--- config.mk ---
export PLATFORM = sky130hd
export DESIGN_NAME = load_ext_unit
export DESIGN_NICKNAME = d
export VERILOG_FILES = /design/src/rtl/load_ext_unit.sv
export SDC_FILE = /design/constraint.sdc
export NUM_CORES = 1
export LEC_CHECK = 0
export CAP_MARGIN = 20
export CORE_MARGIN = 5
export CORE_UTILIZATION = 30
export DETAILED_ROUTE_END_ITERATION = 10
export GPL_TIMING_DRIVEN = 0
export HOLD_SLACK_MARGIN = 0.06
export MAX_ROUTING_LAYER = met4
export PLACE_DENSITY = 0.59
export SLEW_MARGIN = 25
export SYNTH_ARGS = -nofsm -noshare
export SYNTH_HDL_FRONTEND = slang
export SYNTH_SLANG_ARGS = --single-unit
--- constraint.sdc ---
create_clock -name clk -period 1.65 [get_ports clk]
set_clock_uncertainty 0.1 [all_clocks]
set_input_delay 0.2475 -clock clk [delete_from_list [all_inputs] [get_ports clk]]
set_output_delay 0.2475 -clock clk [all_outputs]
set_load 0.01 [all_outputs]
--- src/rtl/load_ext_unit.sv ---
// Load-data formatter for MEM->WB: lane select, sign/zero extension,
// misalignment (AdEL) detection, behind a 2-entry valid/ready skid buffer.
module load_ext_unit #(
    parameter int DATA_W   = 32,
    parameter int ADDR_LSB = 2,
    parameter int TAG_W    = 5
) (
    input  logic                clk,
    input  logic                resetn,
    input  logic                flush,
    input  logic                in_valid,
    output logic                in_ready,
    input  logic [DATA_W-1:0]   in_rdata,
    input  logic [ADDR_LSB-1:0] in_addr_lo,
    input  logic [1:0]          in_size,
    input  logic                in_sign,
    input  logic [TAG_W-1:0]    in_tag,
    output logic                out_valid,
    input  logic                out_ready,
    output logic [DATA_W-1:0]   out_data,
    output logic [TAG_W-1:0]    out_tag,
    output logic                out_adel
);

    localparam logic [DATA_W-1:0] M8  = {{(DATA_W-8){1'b0}}, 8'hFF};
    localparam logic [DATA_W-1:0] M16 = {{(DATA_W-16){1'b0}}, 16'hFFFF};
    localparam logic [DATA_W-1:0] M32 = {{(DATA_W-32){1'b0}}, 32'hFFFF_FFFF};

    logic [DATA_W-1:0] w_sh;
    logic [DATA_W-1:0] w_mask;
    logic [DATA_W-1:0] w_fmt;
    logic              w_ext;
    logic              w_adel;
    logic              w_acc;
    logic              w_ret;
    logic              w_load_m;

    logic              r_m_vld;
    logic [DATA_W-1:0] r_m_data;
    logic [TAG_W-1:0]  r_m_tag;
    logic              r_m_adel;
    logic              r_s_vld;
    logic [DATA_W-1:0] r_s_data;
    logic [TAG_W-1:0]  r_s_tag;
    logic              r_s_adel;

    // Shift the addressed lane down to bit 0, then mask and extend
    assign w_sh = in_rdata >> {in_addr_lo, 3'b000};

    always_comb begin
        w_mask = '0;
        w_ext  = 1'b0;
        w_adel = 1'b0;
        unique case (in_size)
            2'd0: begin
                w_mask = M8;
                w_ext  = in_sign & w_sh[7];
            end
            2'd1: begin
                w_mask = M16;
                w_ext  = in_sign & w_sh[15];
                w_adel = in_addr_lo[0];
            end
            2'd2: begin
                w_mask = M32;
                w_ext  = in_sign & w_sh[31];
                w_adel = |in_addr_lo[1:0];
            end
            default: begin
                w_mask = '1;
                w_adel = (DATA_W == 32) || (|in_addr_lo);
            end
        endcase
    end

    assign w_fmt = w_adel ? '0
                 : (w_sh & w_mask) | ({DATA_W{w_ext}} & ~w_mask);

    assign in_ready  = !r_s_vld;
    assign out_valid = r_m_vld;
    assign out_data  = r_m_data;
    assign out_tag   = r_m_tag;
    assign out_adel  = r_m_adel;

    assign w_acc    = in_valid & ~r_s_vld & ~flush;
    assign w_ret    = r_m_vld & out_ready;
    assign w_load_m = ~r_m_vld | w_ret;

    // S always drains into M before a fresh beat, keeping FIFO order
    always_ff @(posedge clk or negedge resetn) begin
        if (!resetn) begin
            r_m_vld  <= 1'b0;
            r_m_data <= '0;
            r_m_tag  <= '0;
            r_m_adel <= 1'b0;
            r_s_vld  <= 1'b0;
            r_s_data <= '0;
            r_s_tag  <= '0;
            r_s_adel <= 1'b0;
        end else if (flush) begin
            r_m_vld <= 1'b0;
            r_s_vld <= 1'b0;
        end else if (w_load_m) begin
            if (r_s_vld) begin
                r_m_vld  <= 1'b1;
                r_m_data <= r_s_data;
                r_m_tag  <= r_s_tag;
                r_m_adel <= r_s_adel;
                r_s_vld  <= 1'b0;
            end else if (w_acc) begin
                r_m_vld  <= 1'b1;
                r_m_data <= w_fmt;
                r_m_tag  <= in_tag;
                r_m_adel <= w_adel;
            end else begin
                r_m_vld <= 1'b0;
            end
        end else if (w_acc) begin
            r_s_vld  <= 1'b1;
            r_s_data <= w_fmt;
            r_s_tag  <= in_tag;
            r_s_adel <= w_adel;
        end
    end

endmodule
Word level (Yosys, flattened, before mapping)
Cells that the tools add are included.
W data, S select, Z words.
{ "op_classes": {"shifts": 1, "bitwise_logic": 15, "n_eq_ne": 2, "reduce_logical": 8, "mux": 17} }
{ "op_table": {"columns": ["op", "count"], "rows": [
  ["$mux W32", 3],
  ["$and A32 B32 Y32", 2],
  ["$pmux W32 S2", 1],
  ["$not A32 Y32", 1],
  ["$or A32 B32 Y32", 1],
  ["$shr A32 B5 Y32", 1],
  ["$mux W5", 2],
  ["$mux W1", 9],
  ["$and A1 B1 Y1", 6],
  ["$pmux W1 S3", 2],
  ["$reduce_and A3 Y1", 2],
  ["$not A1 Y1", 4],
  ["$reduce_bool A2 Y1", 2],
  ["$reduce_bool A3 Y1", 1],
  ["$eq A2 B1 Y1 const B", 1],
  ["$eq A2 B2 Y1 const B", 1],
  ["$logic_not A2 Y1", 1],
  ["$reduce_or A2 Y1", 1],
  ["$logic_not A1 Y1", 1],
  ["$or A1 B1 Y1", 1]
]} }
{ "totals": {"wordCells": 51, "out_inout_bits": 40, "reg_bits": 78, "inputBits": 47} }

Logic depth before layout (Yosys ltp)
Gate-level depths: netlist (run 1).
{ "depth": {"depth_word": 8, "depth_mapped": 7, "mapped_depth_nobuf": 6} }

Worst setup path after synthesis (run 1)
Ideal clock, no wire load.
{ "synth_path": {"path_type": "input -> register", "from": "input in_size[0]", "to": "register r_s_data[29]", "required_ps": 1457, "n_path_buf": 1, "setup_time_ps": 93, "t_arrival_ps": 1723, "stages": 7, "setup_slack_ps": -265, "path_cell_list": "inv_1 > ha_1 > and2b_2 > a221oi_4 > a21oi_4 > buf_6 > o31ai_2"} }
{ "synth_via": {"elab_chain_cells": 6, "word_cells_on_any_way": 11, "cone_classes": "eq/ne: 2; mux: 4; bitwise: 4; reduce/logical: 1"} }
{ "synth_lines": {"columns": ["element", "line", "rtl"], "rows": [
  ["from (decl)", "15", "input logic [1:0] in_size,"],
  ["$eq A2 B1 Y1 or $logic_not A2 Y1 (tied branches)", "54", "unique case (in_size)"],
  ["$pmux W32 S2", "54", null],
  ["$not A32 Y32", "77", ": (w_sh & w_mask) | ({DATA_W{w_ext}} & ~w_mask);"],
  ["$and A32 B32 Y32", "77", null],
  ["$or A32 B32 Y32", "77", null],
  ["$mux W32 *", "76", "assign w_fmt = w_adel ? '0"],
  ["to (signal assigned)", "120", "r_s_data <= w_fmt;"],
  ["to (decl)", "43", "logic [DATA_W-1:0] r_s_data;"]
]} }
Every way passes the cells marked *; elsewhere a longest branch is shown, timed or not.
A chain may end at the register's enable or synchronous reset.

Final worst setup path (run 1)
{ "layout_path": {"from": "input in_size[1]", "to": "register r_s_data[21]"} }
The elaborated chain is that of the path after synthesis.

==> results of run 1 <==
-- where the power goes --
part / switching, uW / internal, uW / total, uW
sequential: 179 / 2250 / 2430
clock: 780 / 1240 / 2020
combinational: 836 / 910 / 1750
-- final cells by class --
cell class | instances | area (um^2) | area share
multi-input cells | 313 | 2580 | 0.390
flip-flops and latches | 78 | 1950 | 0.295
repair buffers | 123 | 1240 | 0.187
plain buffers | 31 | 268 | 0.0404
clock buffers | 11 | 253 | 0.0382
well taps | 188 | 235 | 0.0355
inverters | 7 | 51.3 | 0.00775
clock inverters | 3 | 45.0 | 0.00680
-- per-stage QoR --
step	TNS (ps)	setup WS (ps)	cells	total power (uW)	utilization
floorplan	-2090	-130	429	3250	-
global placement	-267630	-2580	702	3950	0.379
detailed placement	-68720	-1120	703	3990	0.380
CTS	-4.49	-3.15	740	6190	0.429
global route	-379	-43.9	754	6520	0.442
finish	-30.5	-13.0	754	6190	0.442
-- registers in the layout, indices dropped and copies added (netlist names) --
name	cells
out_tag	5
out_data	32
r_s_tag	5
r_s_data	32
r_s_vld	1
out_adel	1
r_s_adel	1
out_valid	1
-- timing repair --
item                                   CTS  global route
buffers inserted                        20            14
hold buffers                             1             0
endpoints found under the hold margin   36             0
pin swaps                               18            12
setup endpoints to repair               77            78
gates resized for setup                 78            30
gates cloned                             3             0
-- logic make-up (layout without fill, tap and decap cells) --
group           Yosys count  count (layout)
buf+inv                  39             175
simple gates            128             128
fa+ha+maj                 5               5
flops                    78              78
mux                      53              53
compound gates          126             127
-- cells in the final DEF (no fill, tap or decap), drive strengths merged, types with 3 or more instances in the layout --
master	synthesis	routed
nand2	78	78
dfrtp	78	78
clkdlybuf4s50	0	71
buf	12	56
o31ai	35	35
mux2i	33	33
o21ai	32	32
clkbuf	20	27
o211ai	22	22
and2	16	16
mux2	13	13
nand3	9	9
a21o	9	9
o21a	8	8
nand2b	8	8
nor2	8	8
a221o	7	7
mux4	7	7
a21oi	6	7
dlymetal6s2s	0	6
inv	5	5
ha	5	5
dlygate4sd2	0	4
o221ai	3	3
-- layer usage --
metal	vias up	GRT usage
met1	1944	0.212
met5	-	-
met3	31	0.0300
met2	118	0.271
met4	0	0.0647
li1	1828	-
-- worst max-delay path, cell delays in order --
cell,delay (ps)
buf_12,100
inv_12,30
ha_4,260
and2b_2,240
a221oi_4,340
a21oi_4,140
buf_12,150
buf_16,140
o31ai_2,160
-- path summary, 6_finish.rpt --
kind / end / cells past startpoint / startpoint
max in group asynchronous: r_s_vld / 3 / resetn
min reg2reg: r_s_data[16] / 2 / r_s_data[16]
max reg2reg: out_data[26] / 6 / r_s_vld
max: r_s_data[21] / 9 / in_size[1]
min: r_s_data[24] / 2 / resetn
min in group clk: r_s_data[16] / 2 / r_s_data[16]
==> metrics.cfg, run 1 <==
[die]
die_y_um = 133
die_x_um = 133
io_pins = 87
dieArea_um2 = 17600
num_rows = 45
core-area_um2 = 15000
start_util = 0.302

[synth]
synth-adder-area-share = 0.0138
synth_compound_area_frac = 0.237
synth_area_leader_cell = dfrtp_1
yosysUniqueCellTypes = 42
async_flop_share = 1.00
syn_nets = 481
synthMuxAreaShare = 0.141
synth_area_per_cell_um2 = 10.6
synth_edf_count = 0
yosys.area_share.simple = 0.129
synthTopCellsByArea = dfrtp_1 43%, mux2i_1 7.1%, nand2_1 6.5%
synthXorXnorAreaFrac = 0
synth_top_area_share = 0.431
syn-instance-count = 429
yosys_warnings = 0
synth_seq_area_share = 0.431
ys_seq_elements = 78
synth_ff_type = dfrtp_1
syn_area_um2 = 4530
synth_common_cells = 78 x dfrtp_1, 78 x nand2_1, 32 x mux2i_1
synth_top_family_by_area = compound AO/OA/AOI/OAI gates

[clocking]
cts_root_buffer = clkbuf_16
h-tree-depth = 3
clock_latency_ps = 340
cts_tree = yes
clk_path_buf_depth = 2
cts_made_buffers = 9
clkTransAtPathRegs_ps = 60
cts_num_sinks = 78

[drt]
final_antenna_net_count = 0
first_iter_violations = 198
dr.pass1.iters = 5
met2WireLength_mm = 7.04
wirelength_mm = 14.2
vias = 3921
top_layer_used = met4
wl_met1_mm = 6.34
routedWlPerCell_um = 18.9
wl_met3_um = 517
via_per_inst = 5.20
post-route-drc-count = 0

[critical_path]
arrival_ps = 1810
path_class = in2reg
rrSetupSlack_ps = 70
end_kind = flop
crit_fanout = 5
crit_required_ps = 1800
critPathLaunchType = primary input

[cells_and_area]
fillerInstances = 1416
design_area_um2 = 6620
area_growth_pct = 46.2
drive_above_1_share = 0.293
fin_nets = 615
n_antenna_cell = 0

[power]
ir_worst_vdd_uv = 517
powerDensity_nw_per_um2 = 935
p_leak_uw = 0.00277

[timing]
fin_ws_ps = -13.0
worstMarginPinSlew_ps = 495
fin_crit_ps = 1660
finalCritPeriodShare = 1.01
slew_headroom = 0.670
setup_violations = 4
fmax_ghz = 0.601
hold_violations = 0
maxSlewViolCount = 0
rsz0062_at_grt = true
finalHoldWorstSlack_ps = 306

[status]
status = finished, violations left
violations = negative setup slack

[global_routing]
grt_max_degree = 43
grt.total_usage = 0.169
grt_pass1_wl_mm = 22.9
grt_overflow = 0
grt_pass1_vias = 4137
antenna_found_initial = 0

[job]
drv_cap = 0

[min_path]
min_path_type = in2async

[place]
placed_area_um2 = 5690
dp_hpwl_mm = 10.3
place.gp.congestion = 0.837
io_buffers = 85

No activity file was read; power rests on OpenSTA's default activity.
==> inputs of run 2 (changes only) <==
--- a/config.mk
+++ b/config.mk
@@ -5,7 +5,8 @@
 export SDC_FILE = /design/constraint.sdc
 export NUM_CORES = 1
 export LEC_CHECK = 0
-export CAP_MARGIN = 20
+export ABC_AREA = 1
+export CAP_MARGIN = 10
 export CORE_MARGIN = 5
 export CORE_UTILIZATION = 30
 export DETAILED_ROUTE_END_ITERATION = 10
@@ -13,6 +14,7 @@
 export HOLD_SLACK_MARGIN = 0.06
 export MAX_ROUTING_LAYER = met4
 export PLACE_DENSITY = 0.59
+export SETUP_SLACK_MARGIN = 0.15
 export SLEW_MARGIN = 25
 export SYNTH_ARGS = -nofsm -noshare
 export SYNTH_HDL_FRONTEND = slang
==> metrics.cfg, run 2 <==
[timing]
rsz0062_at_grt = true
maxSlewViolCount = 0
fin_crit_ps = 1510
worstMarginPinSlew_ps = 455
finalCritPeriodShare = 0.915
hold_violations = 0
fmax_ghz = 0.662
setup_violations = 0
slew_headroom = 0.697

[critical_path]
arrival_ps = 1160
cp_num_buf_inv = 4
crit_required_ps = 1300
critPathLaunchType = flop
crit_fanout = 6
crit_slowest_cell = dfrtp_1
max_stage_delay_ps = 340
end_kind = output port
critPathMostFrequentCell = buf_6
path_class = reg2out
crit_family = buffers and inverters
path_cells = buf_6 > clkinv_8 > clkbuf_16 > buf_6

[power]
p_leak_uw = 0.00330
ir_worst_vdd_uv = 427
powerDensity_nw_per_um2 = 975
finalPower_uw = 6210

[cells_and_area]
drive_above_1_share = 0.235
final_cell_mix = 182 x nand2_1, 78 x dfrtp_1, 65 x nor2_1
n_antenna_cell = 0
layout_commonest_cell = nand2_1
area_growth_pct = 50.5
final_cells = 882
fin_nets = 749

[place]
placed_cells = 839
place.gp.congestion = 0.893
dp_hpwl_mm = 9.79
io_buffers = 84

[synth]
yosysUniqueCellTypes = 27
synth_edf_count = 0
yosys.area_share.simple = 0.327
synth-adder-area-share = 0.0148
async_flop_share = 1.00
ys_seq_elements = 78
syn_area_um2 = 4230
synthXorXnorAreaFrac = 0
synthTopCellsByArea = dfrtp_1 46%, nand2_1 18%, o21ai_0 8.2%
yosys_warnings = 0
synth_area_per_cell_um2 = 7.38
syn-instance-count = 574
synthMuxAreaShare = 0
synth_common_cells = 203 x nand2_1, 78 x dfrtp_1, 70 x nor2_1
synth_compound_area_frac = 0.128
synth_top_area_share = 0.461
synth_top_family_by_area = simple AND/OR/NAND/NOR gates
synth_area_leader_cell = dfrtp_1
syn_nets = 626
synth_seq_area_share = 0.461
synth_ff_type = dfrtp_1
yosysMostFrequentCell = nand2_1

[drt]
routedWlPerCell_um = 16.0
via_per_inst = 4.79
post-route-drc-count = 0
dr.pass1.iters = 5
wirelength_mm = 14.1
first_iter_violations = 303
vias = 4223
final_antenna_net_count = 0

[job]
drv_cap = 0

[clocking]
cts_tree = yes
cts_root_buffer = clkbuf_16
cts_num_sinks = 78
clk_path_buf_depth = 2
clock_latency_ps = 350
h-tree-depth = 3
cts_made_buffers = 9
clkTransAtPathRegs_ps = 60

[die]
num_rows = 43
die_y_um = 129
die_x_um = 129
start_util = 0.305
io_pins = 87
dieArea_um2 = 16600
core-area_um2 = 13900

[global_routing]
grt.total_usage = 0.173
antenna_found_initial = 0
grt_max_degree = 48
grt_overflow = 0
grt_pass1_vias = 4236
grt_pass1_wl_mm = 21.9

[status]
status = complete, no violations

[min_path]
min_path_type = in2reg

## run 2: report_power, final
part / internal (uW) / leakage, uW / total (uW) / switching (uW)
registers: 2270 / 0.00102 / 2470 / 203
clock network: 1340 / 0.000154 / 2190 / 852
logic: 717 / 0.00212 / 1550 / 833
## run 2: kinds of logic (layout without fill, tap and decap cells)
group                    Yosys count  after routing
adder cells (fa/ha/maj)            5              5
flip-flops                        78             78
AND/OR/NAND/NOR                  329            329
buffers and inverters             60            188
AO/OA/AOI/OAI                    102            102
## run 2: metrics by stage
stage | setup WS [ps] | instance area (um^2) | util | TNS [ps] | hold WS (ps)
final | 140 | 6370 | 0.459 | 0 | 196
after global placement | -2530 | 5300 | 0.382 | -230020 | 362
after CTS | 80.0 | 5880 | 0.423 | 0 | 200
after floorplan | 192 | 4240 | - | 0 | -148
after global routing | 54.6 | 6370 | 0.459 | 0 | 244
after detailed placement | -614 | 5330 | 0.384 | -38310 | 137
## run 2: area by class of cell
class / instances / area, um^2
fill: 1362 / 7510
multi-input combinational: 436 / 2270
sequential: 78 / 1950
timing repair buffer: 112 / 1110
buffer: 40 / 399
clock buffer: 10 / 229
tap: 180 / 225
inverter: 20 / 95.1
clock inverter: 6 / 93.8
## run 2: worst reg2reg max path, stage by stage, from the launching register on
cell and delay, ps:
dfrtp_1 350, inv_2 50, nor2_4 120, inv_4 50
nor2_4 110, nand3_4 120, buf_12 170, buf_8 130
nand2_1 70, o21ai_0 100
## run 2: path summary, 6_finish.rpt
check | slack, ps | from | depth (start not counted) | endpoint
worst max-delay path | 140 | r_s_vld | 4 | in_ready
worst min-delay path | 200 | in_addr_lo[1] | 4 | r_s_data[1]
worst max register to register | 150 | out_valid | 9 | r_s_data[6]
worst min register to register | 370 | out_data[28] | 2 | out_data[28]
max in group asynchronous | 570 | resetn | 3 | r_s_data[1]
min in group asynchronous | 290 | resetn | 2 | out_data[29]
## run 2: what timing repair did
action	in CTS	in global routing
setup endpoints to repair	117	78
endpoints found under the hold margin	31	0
gates resized for setup	111	128
hold buffers	1	0
pin swaps	8	14
cloned	1	5
setup buffers	10	10
## run 2: per-layer routing
| layer | vias up | share of wire | routed length, um | track usage |
|---|---|---|---|---|
| li1 | 2106 | - | - | - |
| met1 | 1975 | 0.45 | 6390 | 0.225 |
| met2 | 124 | 0.48 | 6770 | 0.278 |
| met3 | 18 | 0.050 | 697 | 0.0303 |
| met4 | 0 | 0.015 | 213 | 0.0463 |
| met5 | - | 0 | 0 | - |
==> inputs of run 3 (changes only) <==
--- a/config.mk
+++ b/config.mk
@@ -6,15 +6,17 @@
 export NUM_CORES = 1
 export LEC_CHECK = 0
 export ABC_AREA = 1
+export ABC_CLOCK_PERIOD_IN_PS = 1650
 export CAP_MARGIN = 10
 export CORE_MARGIN = 5
 export CORE_UTILIZATION = 30
 export DETAILED_ROUTE_END_ITERATION = 10
+export GPL_ROUTABILITY_DRIVEN = 1
 export GPL_TIMING_DRIVEN = 0
 export HOLD_SLACK_MARGIN = 0.06
 export MAX_ROUTING_LAYER = met4
 export PLACE_DENSITY = 0.59
-export SETUP_SLACK_MARGIN = 0.15
+export SETUP_SLACK_MARGIN = 0.02
 export SLEW_MARGIN = 25
 export SYNTH_ARGS = -nofsm -noshare
 export SYNTH_HDL_FRONTEND = slang
==> metrics.cfg, run 3 (synthesized netlist as in run 2, its figures left out) <==
[status]
status = complete, no violations

[place]
io_buffers = 84
post-place-ws_ps = -800
place.gp.congestion = 0.888
placed_cells = 839
dp_hpwl_mm = 9.93

[min_path]
min_path_type = in2reg
hold_depth = 4

[die]
start_util = 0.305
die_x_um = 129
die_y_um = 129
dieArea_um2 = 16600
core-area_um2 = 13900
io_pins = 87
num_rows = 43

[timing]
tns_ps = 0
finalCritPeriodShare = 0.966
rsz0062_at_grt = true
fin_ws_ps = 55.6
hold_violations = 0
slew_headroom = 0.685
fin_crit_ps = 1590
setup_violations = 0
fmax_ghz = 0.627
maxSlewViolCount = 0
worstMarginPinSlew_ps = 473

[clocking]
cts_root_buffer = clkbuf_16
cts_num_sinks = 78
h-tree-depth = 3
clkTransAtPathRegs_ps = 60
cts_made_buffers = 9
cts_tree = yes
clock_latency_ps = 340
clk_path_buf_depth = 2

[cells_and_area]
fin_util = 0.423
multi_input_area_um2 = 2040
layout_commonest_cell = nand2_1
n_antenna_cell = 0
drive_above_1_share = 0.148
fin_nets = 731
final_cells = 863
final_cell_mix = 200 x nand2_1, 78 x dfrtp_1, 76 x clkdlybuf4s50_1
regArea_um2 = 1950
area_growth_pct = 38.7
fillerInstances = 1432

[critical_path]
cp_num_buf_inv = 1
crit_family = buffers and inverters
arrival_ps = 1250
max_stage_delay_ps = 550
critPathLaunchType = flop
path_cells = clkdlybuf4s50_1
end_kind = output port
path_class = reg2out
crit_fanout = 2
crit_required_ps = 1300
path_depth = 1
worst_r2r_path_depth = 8
crit_slowest_cell = clkdlybuf4s50_1

[global_routing]
grt_pass1_wl_mm = 21.2
grt_pass1_vias = 4182
grt_overflow = 0
grt.total_usage = 0.167
grt_max_degree = 48
antenna_found_initial = 0

[power]
finalPower_uw = 5960
powerDensity_nw_per_um2 = 1020
p_leak_uw = 0.00296
ir_worst_vdd_uv = 422

[drt]
first_iter_violations = 274
dr.pass1.iters = 5
post-route-drc-count = 0
vias = 4096
final_antenna_net_count = 0
routedWlPerCell_um = 15.1
via_per_inst = 4.75
wirelength_mm = 13.0

[job]
drv_cap = 0

[run 3: cell count changes in the layout (fill, tap and decap cells not counted), sizes merged]
cell	delta
dlygate4sd2	-40
clkinvlp	+2
bufinv	-1
inv	+1
clkdlybuf4s50	+40
clkinv	-2
bufbuf	+1
buf	-20
[run 3: layer usage]
metal	vias up	global-route usage	share of wire
met5	-	-	0
met4	0	0.0550	0.017
met3	15	0.0212	0.041
met2	110	0.269	0.47
met1	1920	0.219	0.47
li1	2051	-	-
[run 3: worst reg2reg max path, cell delays in order, from the launching register on]
cell	delay (ps)
dfrtp_1	370
buf_6	130
nor2_1	130
nor2_1	90
nand2_2	120
clkbuf_2	260
nor2_1	70
nand2_1	110
nand2_1	60
[run 3: layout make-up]
type,instances,area share
multi-input cells,436,0.347
flip-flops and latches,78,0.332
repair buffers,94,0.166
plain buffers,40,0.0516
clock buffers,9,0.0384
well taps,180,0.0384
inverters,20,0.0141
clock inverters,6,0.0119
[run 3: per-stage QoR]
| stage | hold WS, ps | cell area (um^2) |
|---|---|---|
| after floorplan | -148 | 4230 |
| after global placement | 362 | 5300 |
| after detailed placement | 136 | 5330 |
| after CTS | 193 | 5780 |
| after global routing | 245 | 5870 |
| final | 206 | 5870 |
[run 3: where the power goes]
part	leakage (uW)	switching (uW)	internal (uW)
Sequential	0.00102	187	2270
Clock	0.000135	842	1170
Combinational	0.00180	751	740
Total	0.00296	1780	4180
[run 3: path summary, 6_finish.rpt]
kind,startpoint,end,slack [ps]
max in group asynchronous,resetn,r_s_data[7],560
worst min register to register,r_s_tag[3],r_s_tag[3],380
worst max register to register,r_s_vld,out_data[31],100
worst max-delay path,out_data[20],out_data[20],60
min in group asynchronous,resetn,out_data[27],300
worst min-delay path,in_addr_lo[1],r_s_data[0],210
[run 3: repair_timing]
| item | 4_1_cts | 5_1_grt |
|---|---|---|
| pin swaps | 3 | 10 |
| setup endpoints to repair | 78 | 79 |
| buffers inserted | 3 | 4 |
| resized for setup | 45 | 37 |
| hold buffers | 1 | 0 |
| hold endpoints to repair | 31 | 0 |
| cloned | 1 | 0 |
